**src/rtl/instr_loader.sv**
```systemverilog
// Boot-time loader: assembles little-endian words from a byte stream, writes them to
// instruction memory, then releases the CPU. Optional trailing checksum: INSTR_LOADER_CHECKSUM_EN.
module instr_loader #(
  parameter int unsigned data_size    = 32,
  parameter int unsigned address_size = 5
) (
  input  logic                    i_clk,
  input  logic                    i_rst_n,
  input  logic                    i_start,
  input  logic [address_size:0]   i_num_words,
  input  logic [7:0]              i_in_data,
  input  logic                    i_in_valid,
  output logic                    o_in_ready,
  output logic [31:0]             o_mem_address,
  output logic [data_size-1:0]    o_mem_data_in,
  output logic                    o_mem_write,
  output logic                    o_busy,
  output logic                    o_done,
  output logic                    o_cpu_run,
  output logic                    o_chk_err
);

  localparam int unsigned BYTES = data_size / 8;
  localparam int unsigned CNT_W = (BYTES > 1) ? $clog2(BYTES) : 1;
  localparam int unsigned IDX_W = address_size + 1;
  localparam logic [IDX_W-1:0] DEPTH     = IDX_W'(2 ** address_size);
  localparam logic [CNT_W-1:0] LAST_BYTE = CNT_W'(BYTES - 1);

  localparam logic [2:0] S_IDLE    = 3'd0;
  localparam logic [2:0] S_COLLECT = 3'd1;
  localparam logic [2:0] S_WRITE   = 3'd2;
  localparam logic [2:0] S_DONE    = 3'd3;
`ifdef INSTR_LOADER_CHECKSUM_EN
  localparam logic [2:0] S_CHECK   = 3'd4;
  localparam logic [2:0] S_END     = S_CHECK;
`else
  localparam logic [2:0] S_END     = S_DONE;
`endif

  logic [2:0]           r_state;
  logic [2:0]           w_state_nx;
  logic                 w_load;
  logic [IDX_W-1:0]     r_index;
  logic [IDX_W-1:0]     r_count;
  logic [CNT_W-1:0]     r_byte_cnt;
  logic [data_size-1:0] r_word;
  logic [31:0]          r_mem_address;
  logic                 r_in_ready;
  logic                 r_mem_write;
  logic                 r_busy;
  logic                 r_done;
  logic                 r_cpu_run;

  logic                 w_accept;
  logic                 w_last_byte;
  logic [IDX_W-1:0]     w_index_inc;
  logic [IDX_W-1:0]     w_clamped;

  assign w_accept    = r_in_ready & i_in_valid;
  assign w_last_byte = (r_byte_cnt == LAST_BYTE);
  assign w_index_inc = r_index + IDX_W'(1);
  assign w_clamped   = (i_num_words > DEPTH) ? DEPTH : i_num_words;

  // Next-state logic
  always_comb begin
    w_state_nx = r_state;
    w_load     = 1'b0;
    case (r_state)
      S_IDLE, S_DONE: begin
        if (i_start) begin
          w_load     = 1'b1;
          w_state_nx = (w_clamped == '0) ? S_END : S_COLLECT;
        end
      end
      S_COLLECT: if (w_accept && w_last_byte) w_state_nx = S_WRITE;
      S_WRITE:   w_state_nx = (w_index_inc == r_count) ? S_END : S_COLLECT;
`ifdef INSTR_LOADER_CHECKSUM_EN
      S_CHECK:   if (w_accept) w_state_nx = S_DONE;
`endif
      default:   w_state_nx = S_IDLE;
    endcase
  end

`ifdef INSTR_LOADER_CHECKSUM_EN
  logic [7:0] r_sum;
  logic       r_chk_err;
  logic       w_ready_nx;
  logic       w_busy_nx;
  assign w_ready_nx = (w_state_nx == S_COLLECT) || (w_state_nx == S_CHECK);
  assign w_busy_nx  = w_ready_nx || (w_state_nx == S_WRITE);
  assign o_chk_err  = r_chk_err;

  // Running byte sum and verdict on the trailing checksum byte
  always_ff @(posedge i_clk) begin
    if (!i_rst_n) begin
      r_sum     <= 8'h00;
      r_chk_err <= 1'b0;
    end else if (w_load) begin
      r_sum     <= 8'h00;
      r_chk_err <= 1'b0;
    end else if (r_state == S_COLLECT && w_accept) begin
      r_sum <= r_sum + i_in_data;
    end else if (r_state == S_CHECK && w_accept) begin
      r_chk_err <= (i_in_data != r_sum);
    end
  end
`else
  logic w_ready_nx;
  logic w_busy_nx;
  assign w_ready_nx = (w_state_nx == S_COLLECT);
  assign w_busy_nx  = w_ready_nx || (w_state_nx == S_WRITE);
  assign o_chk_err  = 1'b0;
`endif

  always_ff @(posedge i_clk) begin
    if (!i_rst_n) begin
      r_state       <= S_IDLE;
      r_index       <= '0;
      r_count       <= '0;
      r_byte_cnt    <= '0;
      r_word        <= '0;
      r_mem_address <= 32'h0;
      r_in_ready    <= 1'b0;
      r_mem_write   <= 1'b0;
      r_busy        <= 1'b0;
      r_done        <= 1'b0;
      r_cpu_run     <= 1'b0;
    end else begin
      r_state     <= w_state_nx;
      r_in_ready  <= w_ready_nx;
      r_busy      <= w_busy_nx;
      r_mem_write <= (w_state_nx == S_WRITE);
      if (w_load) begin
        r_count    <= w_clamped;
        r_index    <= '0;
        r_byte_cnt <= '0;
        r_done     <= 1'b0;
        r_cpu_run  <= 1'b0;
      end
      if (r_state == S_COLLECT && w_accept) begin
        r_word[{r_byte_cnt, 3'b000} +: 8] <= i_in_data;
        r_byte_cnt <= w_last_byte ? '0 : r_byte_cnt + CNT_W'(1);
        if (w_last_byte) r_mem_address <= 32'({r_index, 2'b00});
      end
      if (r_state == S_WRITE) r_index <= w_index_inc;
`ifdef INSTR_LOADER_CHECKSUM_EN
      if (r_state == S_CHECK && w_accept) begin
        r_done    <= 1'b1;
        r_cpu_run <= (i_in_data == r_sum);
      end
`else
      if (w_state_nx == S_DONE && (r_state != S_DONE || w_load)) begin
        r_done    <= 1'b1;
        r_cpu_run <= 1'b1;
      end
`endif
    end
  end

  // Strobe is gated by reset so a write in flight is dropped on the reset edge
  assign o_mem_write   = r_mem_write & i_rst_n;
  assign o_in_ready    = r_in_ready;
  assign o_mem_address = r_mem_address;
  assign o_mem_data_in = r_word;
  assign o_busy        = r_busy;
  assign o_done        = r_done;
  assign o_cpu_run     = r_cpu_run;

endmodule
```
**config.mk**
```make
export PLATFORM = sky130hd
export DESIGN_NAME = instr_loader
export DESIGN_NICKNAME = d
export VERILOG_FILES = /design/src/rtl/instr_loader.sv
export SDC_FILE = /design/constraint.sdc
export NUM_CORES = 1
export LEC_CHECK = 0
export ABC_CLOCK_PERIOD_IN_PS = 3300
export BUFFER_PORTS_ARGS = -buffer_cell sky130_fd_sc_hd__buf_2
export CAP_MARGIN = 20
export CORE_MARGIN = 4
export CORE_UTILIZATION = 55
export DETAILED_ROUTE_END_ITERATION = 8
export GPL_TIMING_DRIVEN = 0
export PLACE_DENSITY = 0.84
export SLEW_MARGIN = 20
export SYNTH_ARGS = -nofsm -noshare
export SYNTH_HDL_FRONTEND = slang
export SYNTH_SLANG_ARGS = --single-unit
```
**constraint.sdc**
```tcl
create_clock -name i_clk -period 3.3 [get_ports i_clk]
set_input_delay 0.495 -clock i_clk [delete_from_list [all_inputs] [get_ports i_clk]]
set_output_delay 0.495 -clock i_clk [all_outputs]
set_load 0.01 [all_outputs]
```
==> insert_results.sql, run 1 <==
INSERT INTO impl_metrics (metric_group, metric, value, unit) VALUES
('grt', 'antenna_found_initial', '0', ''),
('clock_tree', 'number_of_hold_buffers_added_after_cts', '0', ''),
('min_path', 'hold_class', 'in -> reg', ''),
('setup_path', 'critical_path.max_fanout', '8', ''),
('clock_tree', 'cts.repair.resized', '0', ''),
('routing', 'drt_pass1_iterations', '4', ''),
('die', 'die_area', '6700', 'µm²'),
('grt', 'grt_pass1_wl', '11.0', 'mm'),
('min_path', 'hold_path.startpoint', 'i_num_words[3]', ''),
('logic_synthesis', 'synth_largest_type_area_fraction', '39.4', '%'),
('logic_synthesis', 'post_synth_instance_area', '3000', 'µm²'),
('die', 'floorplan_core_area', '5200', 'µm²'),
('min_path', 'worst_hold_path_ep', 'r_count[3]$_SDFFE_PN0P_', ''),
('setup_path', 'critPathMaxStageDelay', '0.51', 'ns'),
('setup_path', 'r2r.worst_path.cells', '5', ''),
('logic_synthesis', 'post_synth_edffs', '0', ''),
('grt', 'pin_count_of_the_biggest_net_entering_global_routing', '11', ''),
('logic_synthesis', 'dominantRegCellSynth', 'sky130_fd_sc_hd__dfxtp_1', ''),
('grt', 'grt_use_total', '21.6', '%'),
('routing', 'route.vias.total', '2527', ''),
('min_path', 'hold-path-cell-count', '3', ''),
('die', 'row_count', '26', ''),
('finish', 'share_of_final_layout_standard_cells_stronger_than_drive_strength_1', '32.1', '%'),
('setup_path', 'worstPathCellList', 'inv_1 -> ha_1 -> nor3b_2 -> nand3_1 -> a21boi_2', ''),
('placed_design', 'port_buffers', '59', ''),
('routing', 'post-route-drc-count', '0', ''),
('setup_path', 'r2r_start', 'r_byte_cnt[0]$_SDFFE_PN0P_', ''),
('logic_synthesis', 'ys_ff_latch', '59', ''),
('routing', 'route.detailed.vias_per_inst', '5.02', ''),
('setup_path', 'r2r_setup_slack', '1.34', 'ns'),
('clock_tree', 'clockRootBuffer', 'sky130_fd_sc_hd__clkbuf_8', ''),
('placed_design', 'gpl.final_weighted_congestion', '0.812', ''),
('sta', 'period_minus_slack', '1.96', 'ns'),
('sta', 'count_of_endpoints_failing_hold_in_the_final_timing_report', '0', ''),
('sta', 'slew_violations', '0', ''),
('logic_synthesis', 'postSynthAreaPerCell', '9.06', 'µm²'),
('logic_synthesis', 'synth_warnings', '0', ''),
('clock_tree', 'htree_num_levels', '3', ''),
('routing', 'wl_per_cell', '13.4', 'µm'),
('logic_synthesis', 'syn_inst', '331', ''),
('pwr', 'static_leakage', '1.59', 'nW'),
('clock_tree', 'cts_tree', 'yes', ''),
('logic_synthesis', 'synthArstFlopShare', '0', '%'),
('setup_path', 'cp.arrival', '2.23', 'ns'),
('setup_path', 'r2r_end', 'o_mem_data_in[13]$_SDFFE_PN0P_', ''),
('logic_synthesis', 'synth_top_cell_by_area', 'sky130_fd_sc_hd__dfxtp_1', ''),
('clock_tree', 'clock_sink_count', '59', ''),
('logic_synthesis', 'synth.area.top_cells', 'sky130_fd_sc_hd__dfxtp_1 (39%), sky130_fd_sc_hd__buf_4 (7.8%), sky130_fd_sc_hd__nand2_1 (6.5%)', ''),
('die', 'io-pin-count', '88', ''),
('sta', 'setup_viol_count_final', '0', ''),
('sta', 'period_share', '59.3', '%'),
('sta', 'max_clock_freq', '0.511', 'GHz'),
('sta', 'timing.setup.tns', '0', 'ns'),
('die', 'start_util', '57.6', '%'),
('routing', 'drt_first_iter_violations', '119', ''),
('sta', 'grt_setup_unrepaired', 'no', ''),
('pwr', 'finalPower', '1.47', 'mW'),
('finish', 'nNetsFinal', '453', ''),
('clock_tree', 'cts_made_buffers', '9', ''),
('logic_synthesis', 'yosys-top-cells-count', 'sky130_fd_sc_hd__dfxtp_1 (59), sky130_fd_sc_hd__nand2_1 (52), sky130_fd_sc_hd__nand3_1 (37)', ''),
('status', 'status', 'finished clean', ''),
('routing', 'antenna_violating_nets_post_route', '0', ''),
('setup_path', 'worstSetupEndpointType', 'flip-flop', ''),
('placed_design', 'hpwlAfterDp', '5.02', 'mm'),
('job', 'maxCapViolations', '0', ''),
('grt', 'number_of_global_route_vias_before_repair', '2421', ''),
('clock_tree', 'worstSkewPairLatency', '0.34', 'ns'),
('routing', 'wl_final', '6.75', 'mm'),
('logic_synthesis', 'yosysUniqueCellTypes', '49', ''),
('finish', 'areaGrowthSynthToFinish', '22.6', '%'),
('setup_path', 'required_time_reported_for_the_critical_path_endpoint', '3.57', 'ns');
cell type report:
type / count / area (µm²)
Buffer: 42 / 300
Fill cell: 410 / 1530
Multi-Input combinational cell: 255 / 1610
Clock buffer: 10 / 138
Inverter: 2 / 7.51
Tap cell: 70 / 87.6
Sequential cell: 59 / 1180
Clock inverter: 6 / 55.1
Timing Repair Buffer: 59 / 295
sequential cells by signal (all words and copies together), names as in the netlist:
name           cells
o_busy             1
o_cpu_run          1
r_mem_write        1
r_byte_cnt         2
r_state            3
r_index            6
o_mem_address      6
r_count            6
o_mem_data_in     32
o_in_ready         1
metal layers:
metal / vias to the layer above / routed length [µm] / global-route usage [%]
li1: 1274 / - / -
met1: 1162 / 2820 / 25.3
met2: 82 / 3290 / 36.8
met3: 9 / 541 / 6.36
met4: 0 / 88 / 8.80
met5: - / 0 / 0
how the worst max path moves through the flow:
stage	end	from	slack, ns
floorplan	o_mem_data_in[10]$_SDFFE_PN0P_	r_byte_cnt[0]$_SDFFE_PN0P_	1.64
global placement	o_mem_data_in[14]$_SDFFE_PN0P_	r_byte_cnt[0]$_SDFFE_PN0P_	1.42
detailed placement	o_mem_data_in[1]$_SDFFE_PN0P_	r_byte_cnt[0]$_SDFFE_PN0P_	1.38
CTS	o_mem_data_in[5]$_SDFFE_PN0P_	r_byte_cnt[0]$_SDFFE_PN0P_	1.37
global route	o_mem_data_in[4]$_SDFFE_PN0P_	r_byte_cnt[0]$_SDFFE_PN0P_	1.10
finish	o_mem_data_in[13]$_SDFFE_PN0P_	r_byte_cnt[0]$_SDFFE_PN0P_	1.34
cell usage in the layout, fill, tap and decap left out, types with 2 or more instances in the layout:
master                     netlist  final
sky130_fd_sc_hd__buf_2           2     61
sky130_fd_sc_hd__dfxtp_1        59     59
sky130_fd_sc_hd__nand2_1        52     52
sky130_fd_sc_hd__nand3_1        37     37
sky130_fd_sc_hd__buf_4          31     31
sky130_fd_sc_hd__conb_1          1     28
sky130_fd_sc_hd__a21boi_0       23     23
sky130_fd_sc_hd__a21boi_2       11     11
sky130_fd_sc_hd__clkbuf_8        0     10
sky130_fd_sc_hd__a21boi_1        9      9
sky130_fd_sc_hd__nor2b_1         9      9
sky130_fd_sc_hd__nor2_1          7      7
sky130_fd_sc_hd__ha_1            7      7
sky130_fd_sc_hd__mux2i_1         6      6
sky130_fd_sc_hd__nand3b_1        6      6
sky130_fd_sc_hd__clkbuf_1        5      5
sky130_fd_sc_hd__xnor2_1         5      5
sky130_fd_sc_hd__o21a_1          5      5
sky130_fd_sc_hd__clkinv_2        0      5
sky130_fd_sc_hd__o21ai_0         4      4
sky130_fd_sc_hd__nor3_1          4      4
sky130_fd_sc_hd__buf_6           3      3
sky130_fd_sc_hd__nor3b_2         3      3
sky130_fd_sc_hd__and2_2          3      3
sky130_fd_sc_hd__and3_1          3      3
sky130_fd_sc_hd__inv_1           2      2
sky130_fd_sc_hd__and2_4          2      2
sky130_fd_sc_hd__xor2_1          2      2
sky130_fd_sc_hd__nand4_1         2      2
sky130_fd_sc_hd__or3_1           2      2
sky130_fd_sc_hd__nor3_2          2      2
sky130_fd_sc_hd__a21oi_1         2      2
sky130_fd_sc_hd__o211a_1         2      2
sky130_fd_sc_hd__a21o_1          2      2
sky130_fd_sc_hd__a22oi_1         2      2
power by group:
part | internal, mW | total (mW) | leakage (nW) | switching [mW]
combinational | 0.0499 | 0.106 | 1.01 | 0.0560
clock | 0.362 | 0.637 | 0.106 | 0.275
sequential | 0.717 | 0.723 | 0.476 | 0.00591
through the flow:
step	hold WS, ns	instances	util (%)	cell area (µm²)	setup slack, ns
after floorplan	0.443	358	-	3100	1.64
after global placement	0.436	487	66.9	3480	1.42
after detailed placement	0.440	487	66.9	3480	1.38
after CTS	0.442	503	70.6	3670	1.37
after global routing	0.472	503	70.6	3670	1.10
final	0.444	503	70.6	3670	1.34
critical path, delay by kind of cell (launching register included):
family,cells,cell delay (ns)
AND/OR/NAND/NOR,2,0.61
flip-flops,1,0.51
adder cells (fa/ha/maj),1,0.42
buffers and inverters,1,0.21
AO/OA/AOI/OAI,1,0.15
kinds of logic after synthesis:
group / synth area share [%]
and+or+nand+nor: 26.2
AOI/OAI and AO/OA: 17.1
DFF: 39.4
buffers and inverters: 10.3
adders and majority gates: 2.92
xor gates and xnor gates: 2.05
muxes: 2.00
other: 0.125
No activity file was read; power rests on OpenSTA's default activity.
==> run 2, diff against run 1 <==
Settings changed: ABC_AREA from default to 1, ABC_CLOCK_PERIOD_IN_PS 3300 to 1600, CORE_UTILIZATION 55 to 46, PLACE_DENSITY 0.84 to 0.76.
Clock period 3.3 ns to 1.6 ns, I/O delays scaled along.
==> insert_results.sql, run 2 <==
INSERT INTO impl_metrics (metric_group, metric, value, unit) VALUES
('status', 'status', 'finished clean', ''),
('sta', 'count_of_endpoints_failing_hold_in_the_final_timing_report', '0', ''),
('clock_tree', 'cts_tree', 'yes', ''),
('sta', 'grt_setup_unrepaired', 'yes', ''),
('pwr', 'cellInternalPower', '2.25', 'mW'),
('sta', 'setup_viol_count_final', '0', ''),
('logic_synthesis', 'synth_largest_type_area_fraction', '41.5', '%'),
('pwr', 'power.share.switching', '23.8', '%'),
('setup_path', 'worstPathCellList', 'inv_4 -> ha_1 -> buf_6 -> nor3_4 -> buf_6 -> nand3_2 -> a21oi_2', ''),
('pwr', 'total_switching_power', '0.703', 'mW'),
('logic_synthesis', 'syn_inst', '374', ''),
('logic_synthesis', 'yosysMostFrequentCell', 'sky130_fd_sc_hd__dfxtp_1', ''),
('die', 'start_util', '47.8', '%'),
('finish', 'final_cell_count_no_fill', '556', ''),
('logic_synthesis', 'post_synth_edffs', '0', ''),
('setup_path', 'r2r_setup_slack', '0.09', 'ns'),
('logic_synthesis', 'synth_top_cell_by_area', 'sky130_fd_sc_hd__dfxtp_1', ''),
('pwr', 'power_frac_seq', '50.6', '%'),
('finish', 'final_cell_mix', 'sky130_fd_sc_hd__buf_2 (61), sky130_fd_sc_hd__dfxtp_1 (55), sky130_fd_sc_hd__nand2_1 (47)', ''),
('min_path', 'hold_class', 'in -> reg', ''),
('setup_path', 'worstSetupEndpointType', 'flip-flop', ''),
('finish', 'share_of_final_layout_standard_cells_stronger_than_drive_strength_1', '32.4', '%'),
('placed_design', 'port_buffers', '60', ''),
('grt', 'number_of_global_route_vias_before_repair', '2412', ''),
('placed_design', 'placed_cells', '536', ''),
('setup_path', 'required_time_reported_for_the_critical_path_endpoint', '1.88', 'ns'),
('die', 'io-pin-count', '88', ''),
('pwr', 'clock_power_share', '41.7', '%'),
('setup_path', 'critPathLaunchType', 'flip-flop', ''),
('logic_synthesis', 'synth_warnings', '0', ''),
('finish', 'nNetsFinal', '502', ''),
('setup_path', 'critical_path.max_fanout', '10', ''),
('job', 'maxCapViolations', '0', ''),
('logic_synthesis', 'ys_seq_area_share', '41.5', '%'),
('sta', 'period_share', '94.6', '%'),
('sta', 'holdWs', '0.148', 'ns'),
('routing', 'wl_final', '6.88', 'mm'),
('routing', 'antenna_violating_nets_post_route', '0', ''),
('clock_tree', 'cts_made_buffers', '9', ''),
('routing', 'drt_pass1_iterations', '4', ''),
('sta', 'tightest_slew', '0.554', 'ns'),
('clock_tree', 'clockRootBuffer', 'sky130_fd_sc_hd__clkbuf_8', ''),
('clock_tree', 'clock_sink_count', '59', ''),
('grt', 'grt_use_total', '18.8', '%'),
('grt', 'antenna_found_initial', '0', ''),
('pwr', 'p_per_area', '807', 'nW/µm²'),
('routing', 'wl_per_cell', '12.4', 'µm'),
('setup_path', 'critPathMaxStageDelay', '0.38', 'ns'),
('logic_synthesis', 'yosys-top-cells-count', 'sky130_fd_sc_hd__dfxtp_1 (59), sky130_fd_sc_hd__nand2_1 (49), sky130_fd_sc_hd__nor2_1 (46)', ''),
('setup_path', 'critPathBufInv', '3', ''),
('routing', 'route.detailed.vias_per_inst', '4.83', ''),
('routing', 'route.vias.total', '2685', ''),
('pwr', 'ir_drop', '0.433', 'mV'),
('logic_synthesis', 'synthArstFlopShare', '0', '%'),
('sta', 'period_minus_slack', '1.51', 'ns'),
('die', 'floorplan_core_area', '5960', 'µm²'),
('clock_tree', 'buffer_depth_of_the_longest_clock_path', '2', ''),
('placed_design', 'hpwlAfterDp', '5.08', 'mm'),
('clock_tree', 'clkTransAtPathRegs', '0.07', 'ns'),
('finish', 'fillers', '531', ''),
('clock_tree', 'htree_num_levels', '3', ''),
('sta', 'timing.setup.tns', '0', 'ns'),
('finish', 'largest_register_ffs', '32', ''),
('pwr', 'p_comb_share', '7.7', '%'),
('routing', 'drt_first_iter_violations', '149', ''),
('logic_synthesis', 'dominantRegCellSynth', 'sky130_fd_sc_hd__dfxtp_1', ''),
('setup_path', 'timing.critical_path.slowest_stage_cell', 'sky130_fd_sc_hd__dfxtp_4', ''),
('grt', 'grt_pass1_wl', '11.1', 'mm'),
('grt', 'overflow', '0', ''),
('finish', 'layout_commonest_cell', 'sky130_fd_sc_hd__buf_2', ''),
('die', 'die_area', '7510', 'µm²'),
('sta', 'max_clock_freq', '0.661', 'GHz'),
('logic_synthesis', 'yosysUniqueCellTypes', '38', ''),
('logic_synthesis', 'postSynthAreaPerCell', '7.61', 'µm²'),
('logic_synthesis', 'post_synth_instance_area', '2850', 'µm²'),
('sta', 'slew_violations', '0', ''),
('finish', 'antenna-diode-count', '0', ''),
('setup_path', 'cp.arrival', '1.79', 'ns'),
('die', 'row_count', '28', ''),
('finish', 'areaGrowthSynthToFinish', '28.3', '%'),
('die', 'die_height', '86.7', 'µm'),
('setup_path', 'timing.critical_path.mode_cell', 'sky130_fd_sc_hd__buf_6', ''),
('logic_synthesis', 'synth.area.top_cells', 'sky130_fd_sc_hd__dfxtp_1 (41%), sky130_fd_sc_hd__buf_4 (7.6%), sky130_fd_sc_hd__nand2_1 (6.5%)', ''),
('sta', 'finalClockSkew', '0.00880', 'ns'),
('die', 'die_width', '86.7', 'µm'),
('sta', 'max_slew_margin', '63.1', '%'),
('placed_design', 'gpl.final_weighted_congestion', '0.838', ''),
('routing', 'post-route-drc-count', '0', ''),
('clock_tree', 'worstSkewPairLatency', '0.35', 'ns'),
('grt', 'pin_count_of_the_biggest_net_entering_global_routing', '11', ''),
('logic_synthesis', 'ys_ff_latch', '59', ''),
('setup_path', 'type_of_the_setup_path_with_the_least_slack', 'reg -> reg', ''),
('finish', 'utilization', '61.3', '%'),
('pwr', 'static_leakage', '1.75', 'nW'),
('setup_path', 'cell_family_with_most_cp_delay', 'flip-flops', '');
-- run 2: power groups by stage --
stage | Clock [mW] | Combinational [mW] | Sequential, mW
after floorplan | 0 | 0.151 | 1.53
after global placement | 0 | 0.214 | 1.53
after detailed placement | 0 | 0.216 | 1.53
after CTS | 1.26 | 0.218 | 1.49
after global routing | 1.32 | 0.251 | 1.49
final | 1.23 | 0.227 | 1.49
-- run 2: per-stage QoR --
step	setup slack (ns)	area, µm²	power (mW)
final	0.0862	3650	2.95
after global routing	-0.0234	3650	3.06
after CTS	0.00959	3570	2.97
after detailed placement	-0.364	3350	1.74
after global placement	-0.279	3350	1.74
after floorplan	-0.0144	2950	1.68
-- run 2: metal layers --
layer	vias to the layer above	part of all wire [%]	global-route usage [%]	routed length (µm)
li1	1390	-	-	-
met1	1191	44	24.2	3060
met2	92	46	28.7	3200
met3	12	7.0	5.13	484
met4	0	2.0	9.63	138
met5	-	0	0	0
-- run 2: cell families after synthesis --
logic type	count (synthesis)	synth area share, %
buf+inv	73	14.0
fa+ha+maj	7	3.08
other cells	1	0.132
compound gates	78	14.8
simple gates	154	25.9
xor+xnor	2	0.615
flops	59	41.5
-- run 2: final cells by class --
class	count	area [µm²]	area share, %
buffer	37	264	7.23
clock buffer	13	169	4.62
tap	75	93.8	2.57
inverter	36	150	4.11
multi-input combinational	269	1430	39.2
timing repair buffer	65	342	9.35
clock inverter	2	10.0	0.274
sequential	59	1190	32.6
-- run 2: timing repair --
action | in CTS | in global routing
hold endpoints to repair | 0 | 0
hold buffers | 0 | 0
pin swaps | 3 | 2
endpoints found under the setup margin | 30 | 35
setup buffers | 2 | 3
gates resized for setup | 10 | 16
-- run 2: worst paths after layout --
kind                                  start                        endpoint  cells after the start
min                          i_num_words[3]         r_count[3]$_SDFFE_PN0P_                      3
max reg2reg      r_byte_cnt[0]$_SDFFE_PN0P_   o_mem_data_in[6]$_SDFFE_PN0P_                      7
min reg2reg  o_mem_data_in[30]$_SDFFE_PN0P_  o_mem_data_in[30]$_SDFFE_PN0P_                      2
max              r_byte_cnt[0]$_SDFFE_PN0P_   o_mem_data_in[6]$_SDFFE_PN0P_                      7
-- run 2: worst register-to-register path, delay by kind of cell, from the launching register on --
family | cells | cell delay (ns)
adder cells (fa/ha/maj) | 1 | 0.30
buffers and inverters | 3 | 0.37
AND/OR/NAND/NOR | 2 | 0.28
flip-flops | 1 | 0.38
AO/OA/AOI/OAI | 1 | 0.11
==> run 3, diff against run 2 <==
Settings changed: GPL_ROUTABILITY_DRIVEN from default to 0, PLACE_DENSITY 0.76 to 0.79.
==> insert_results.sql, run 3 (synthesized netlist as in run 2, its figures left out) <==
INSERT INTO impl_metrics (metric_group, metric, value, unit) VALUES
('die', 'io-pin-count', '88', ''),
('sta', 'setup_viol_count_final', '0', ''),
('sta', 'period_minus_slack', '1.50', 'ns'),
('clock_tree', 'clockRootBuffer', 'sky130_fd_sc_hd__clkbuf_8', ''),
('placed_design', 'placed_cells', '536', ''),
('die', 'die_height', '86.7', 'µm'),
('placed_design', 'hpwlAfterDp', '4.96', 'mm'),
('clock_tree', 'number_of_hold_buffers_added_after_cts', '0', ''),
('routing', 'post-route-drc-count', '0', ''),
('min_path', 'hold_path.startpoint', 'i_num_words[3]', ''),
('status', 'status', 'finished clean', ''),
('grt', 'pin_count_of_the_biggest_net_entering_global_routing', '11', ''),
('sta', 'slew_violations', '0', ''),
('grt', 'grt_use_total', '18.5', '%'),
('min_path', 'hold-path-cell-count', '3', ''),
('setup_path', 'type_of_the_setup_path_with_the_least_slack', 'reg -> reg', ''),
('routing', 'drt_first_iter_violations', '244', ''),
('sta', 'count_of_endpoints_failing_hold_in_the_final_timing_report', '0', ''),
('setup_path', 'timing.critical_path.slowest_stage_cell', 'sky130_fd_sc_hd__dfxtp_4', ''),
('setup_path', 'worstPathCellList', 'clkinvlp_4 -> ha_4 -> buf_8 -> inv_4 -> nor3_1 -> o21ai_0 -> nor2_1', ''),
('finish', 'largest_register_ffs', '32', ''),
('grt', 'grt_pass1_wl', '11.1', 'mm'),
('finish', 'areaGrowthSynthToFinish', '30.4', '%'),
('finish', 'antenna-diode-count', '0', ''),
('sta', 'grt_setup_unrepaired', 'yes', ''),
('sta', 'holdWs', '0.178', 'ns'),
('routing', 'wl_final', '6.90', 'mm'),
('setup_path', 'critPathMaxStageDelay', '0.37', 'ns'),
('min_path', 'hold_class', 'in -> reg', ''),
('setup_path', 'r2r.worst_path.cells', '7', ''),
('setup_path', 'critical_path.max_fanout', '10', ''),
('routing', 'wl_per_cell', '12.3', 'µm'),
('finish', 'final_cell_mix', 'sky130_fd_sc_hd__buf_2 (61), sky130_fd_sc_hd__dfxtp_1 (55), sky130_fd_sc_hd__nand2_1 (48)', ''),
('routing', 'route.detailed.vias_per_inst', '4.84', ''),
('setup_path', 'cp.arrival', '1.78', 'ns'),
('sta', 'period_share', '94.0', '%'),
('placed_design', 'port_buffers', '60', ''),
('clock_tree', 'cts_tree', 'yes', ''),
('setup_path', 'r2r_setup_slack', '0.1', 'ns'),
('routing', 'antenna_violating_nets_post_route', '0', ''),
('job', 'maxCapViolations', '0', ''),
('sta', 'tightest_slew', '0.532', 'ns'),
('die', 'die_area', '7510', 'µm²'),
('routing', 'route.vias.total', '2705', ''),
('die', 'floorplan_core_area', '5960', 'µm²'),
('finish', 'share_of_final_layout_standard_cells_stronger_than_drive_strength_1', '33.3', '%'),
('setup_path', 'critPathLaunchType', 'flip-flop', ''),
('grt', 'number_of_global_route_vias_before_repair', '2415', ''),
('sta', 'finalClockSkew', '0.00604', 'ns'),
('pwr', 'finalPower', '3.04', 'mW'),
('finish', 'layout_commonest_cell', 'sky130_fd_sc_hd__buf_2', ''),
('clock_tree', 'clock_sink_count', '59', ''),
('grt', 'antenna_found_initial', '0', ''),
('sta', 'max_clock_freq', '0.665', 'GHz'),
('placed_design', 'place_area', '3350', 'µm²'),
('pwr', 'p_per_area', '819', 'nW/µm²'),
('placed_design', 'pre_cts_ws', '-0.325', 'ns'),
('clock_tree', 'htree_num_levels', '3', ''),
('die', 'row_count', '28', ''),
('finish', 'nNetsFinal', '505', ''),
('clock_tree', 'buffer_depth_of_the_longest_clock_path', '2', ''),
('routing', 'drt_pass1_iterations', '4', ''),
('die', 'start_util', '47.8', '%'),
('clock_tree', 'cts_made_buffers', '9', ''),
('setup_path', 'required_time_reported_for_the_critical_path_endpoint', '1.87', 'ns'),
('pwr', 'static_leakage', '1.77', 'nW'),
('clock_tree', 'clkTransAtPathRegs', '0.07', 'ns'),
('clock_tree', 'worstSkewPairLatency', '0.33', 'ns'),
('setup_path', 'r2r_start', 'r_byte_cnt[0]$_SDFFE_PN0P_', ''),
('finish', 'post-route-cell-area', '3710', 'µm²'),
('finish', 'final_cell_count_no_fill', '559', ''),
('setup_path', 'worstSetupEndpointType', 'flip-flop', ''),
('pwr', 'ir_drop', '0.723', 'mV'),
('sta', 'final_critical_path_setup_slack', '0.0965', 'ns'),
('grt', 'overflow', '0', ''),
('finish', 'fillers', '522', ''),
('die', 'die_width', '86.7', 'µm'),
('setup_path', 'crit_start', 'r_byte_cnt[0]$_SDFFE_PN0P_', ''),
('sta', 'max_slew_margin', '64.5', '%');
run 3: cell count changes in the layout (fill, tap and decap cells not counted), sizes merged:
cell,change
buf,+3
clkbuf,+1
clkinv,-1
clkinvlp,+1
inv,-1
run 3: metrics by stage:
stage,setup TNS [ns],utilization [%]
2_1_floorplan,-0.0144,-
3_3_place_gp,-4.90,56.2
3_5_place_dp,-5.63,56.2
4_1_cts,0,60.7
5_1_grt,-0.120,62.4
6_report,0,62.4
run 3: cell type report:
type | instances | area, µm² | share of cell area [%]
tap | 75 | 93.8 | 2.53
clock buffer | 14 | 193 | 5.19
multi-input combinational | 269 | 1450 | 38.9
inverter | 36 | 151 | 4.08
timing repair buffer | 68 | 364 | 9.80
sequential | 59 | 1190 | 32.1
buffer | 37 | 268 | 7.21
clock inverter | 1 | 5.00 | 0.135
run 3: layer usage:
layer  up-vias  track usage, %  wire length [µm]  share of wire (%)
li1       1391               -                 -                  -
met1      1176            25.2              3070                 45
met2       119            26.8              3010                 44
met3        19            5.13               608                8.8
met4         0            9.21               204                3.0
met5         -               0                 0                  0
run 3: worst max-delay path, delay by kind of cell, from the launching register on:
kind	cells	cell delay, ns
compound gates	1	0.12
fa+ha+maj	1	0.29
buf+inv	3	0.34
flops	1	0.37
simple gates	2	0.32
run 3: path summary, 6_finish.rpt:
path	end
min	r_count[3]$_SDFFE_PN0P_
max reg2reg	o_mem_data_in[12]$_SDFFE_PN0P_
min reg2reg	o_mem_data_in[6]$_SDFFE_PN0P_
max	o_mem_data_in[12]$_SDFFE_PN0P_
run 3: power breakdown:
group | internal, mW | total (mW) | switching, mW
registers | 1.48 | 1.49 | 0.0111
logic | 0.0918 | 0.229 | 0.137
clock network | 0.763 | 1.32 | 0.561
total | 2.33 | 3.04 | 0.710
run 3: what timing repair did:
action / 4_1_cts / 5_1_grt
setup endpoints to repair: 33 / 33
setup buffers: 5 / 3
pin swaps: 1 / 4
cloned: 0 / 0
gates resized for setup: 11 / 18
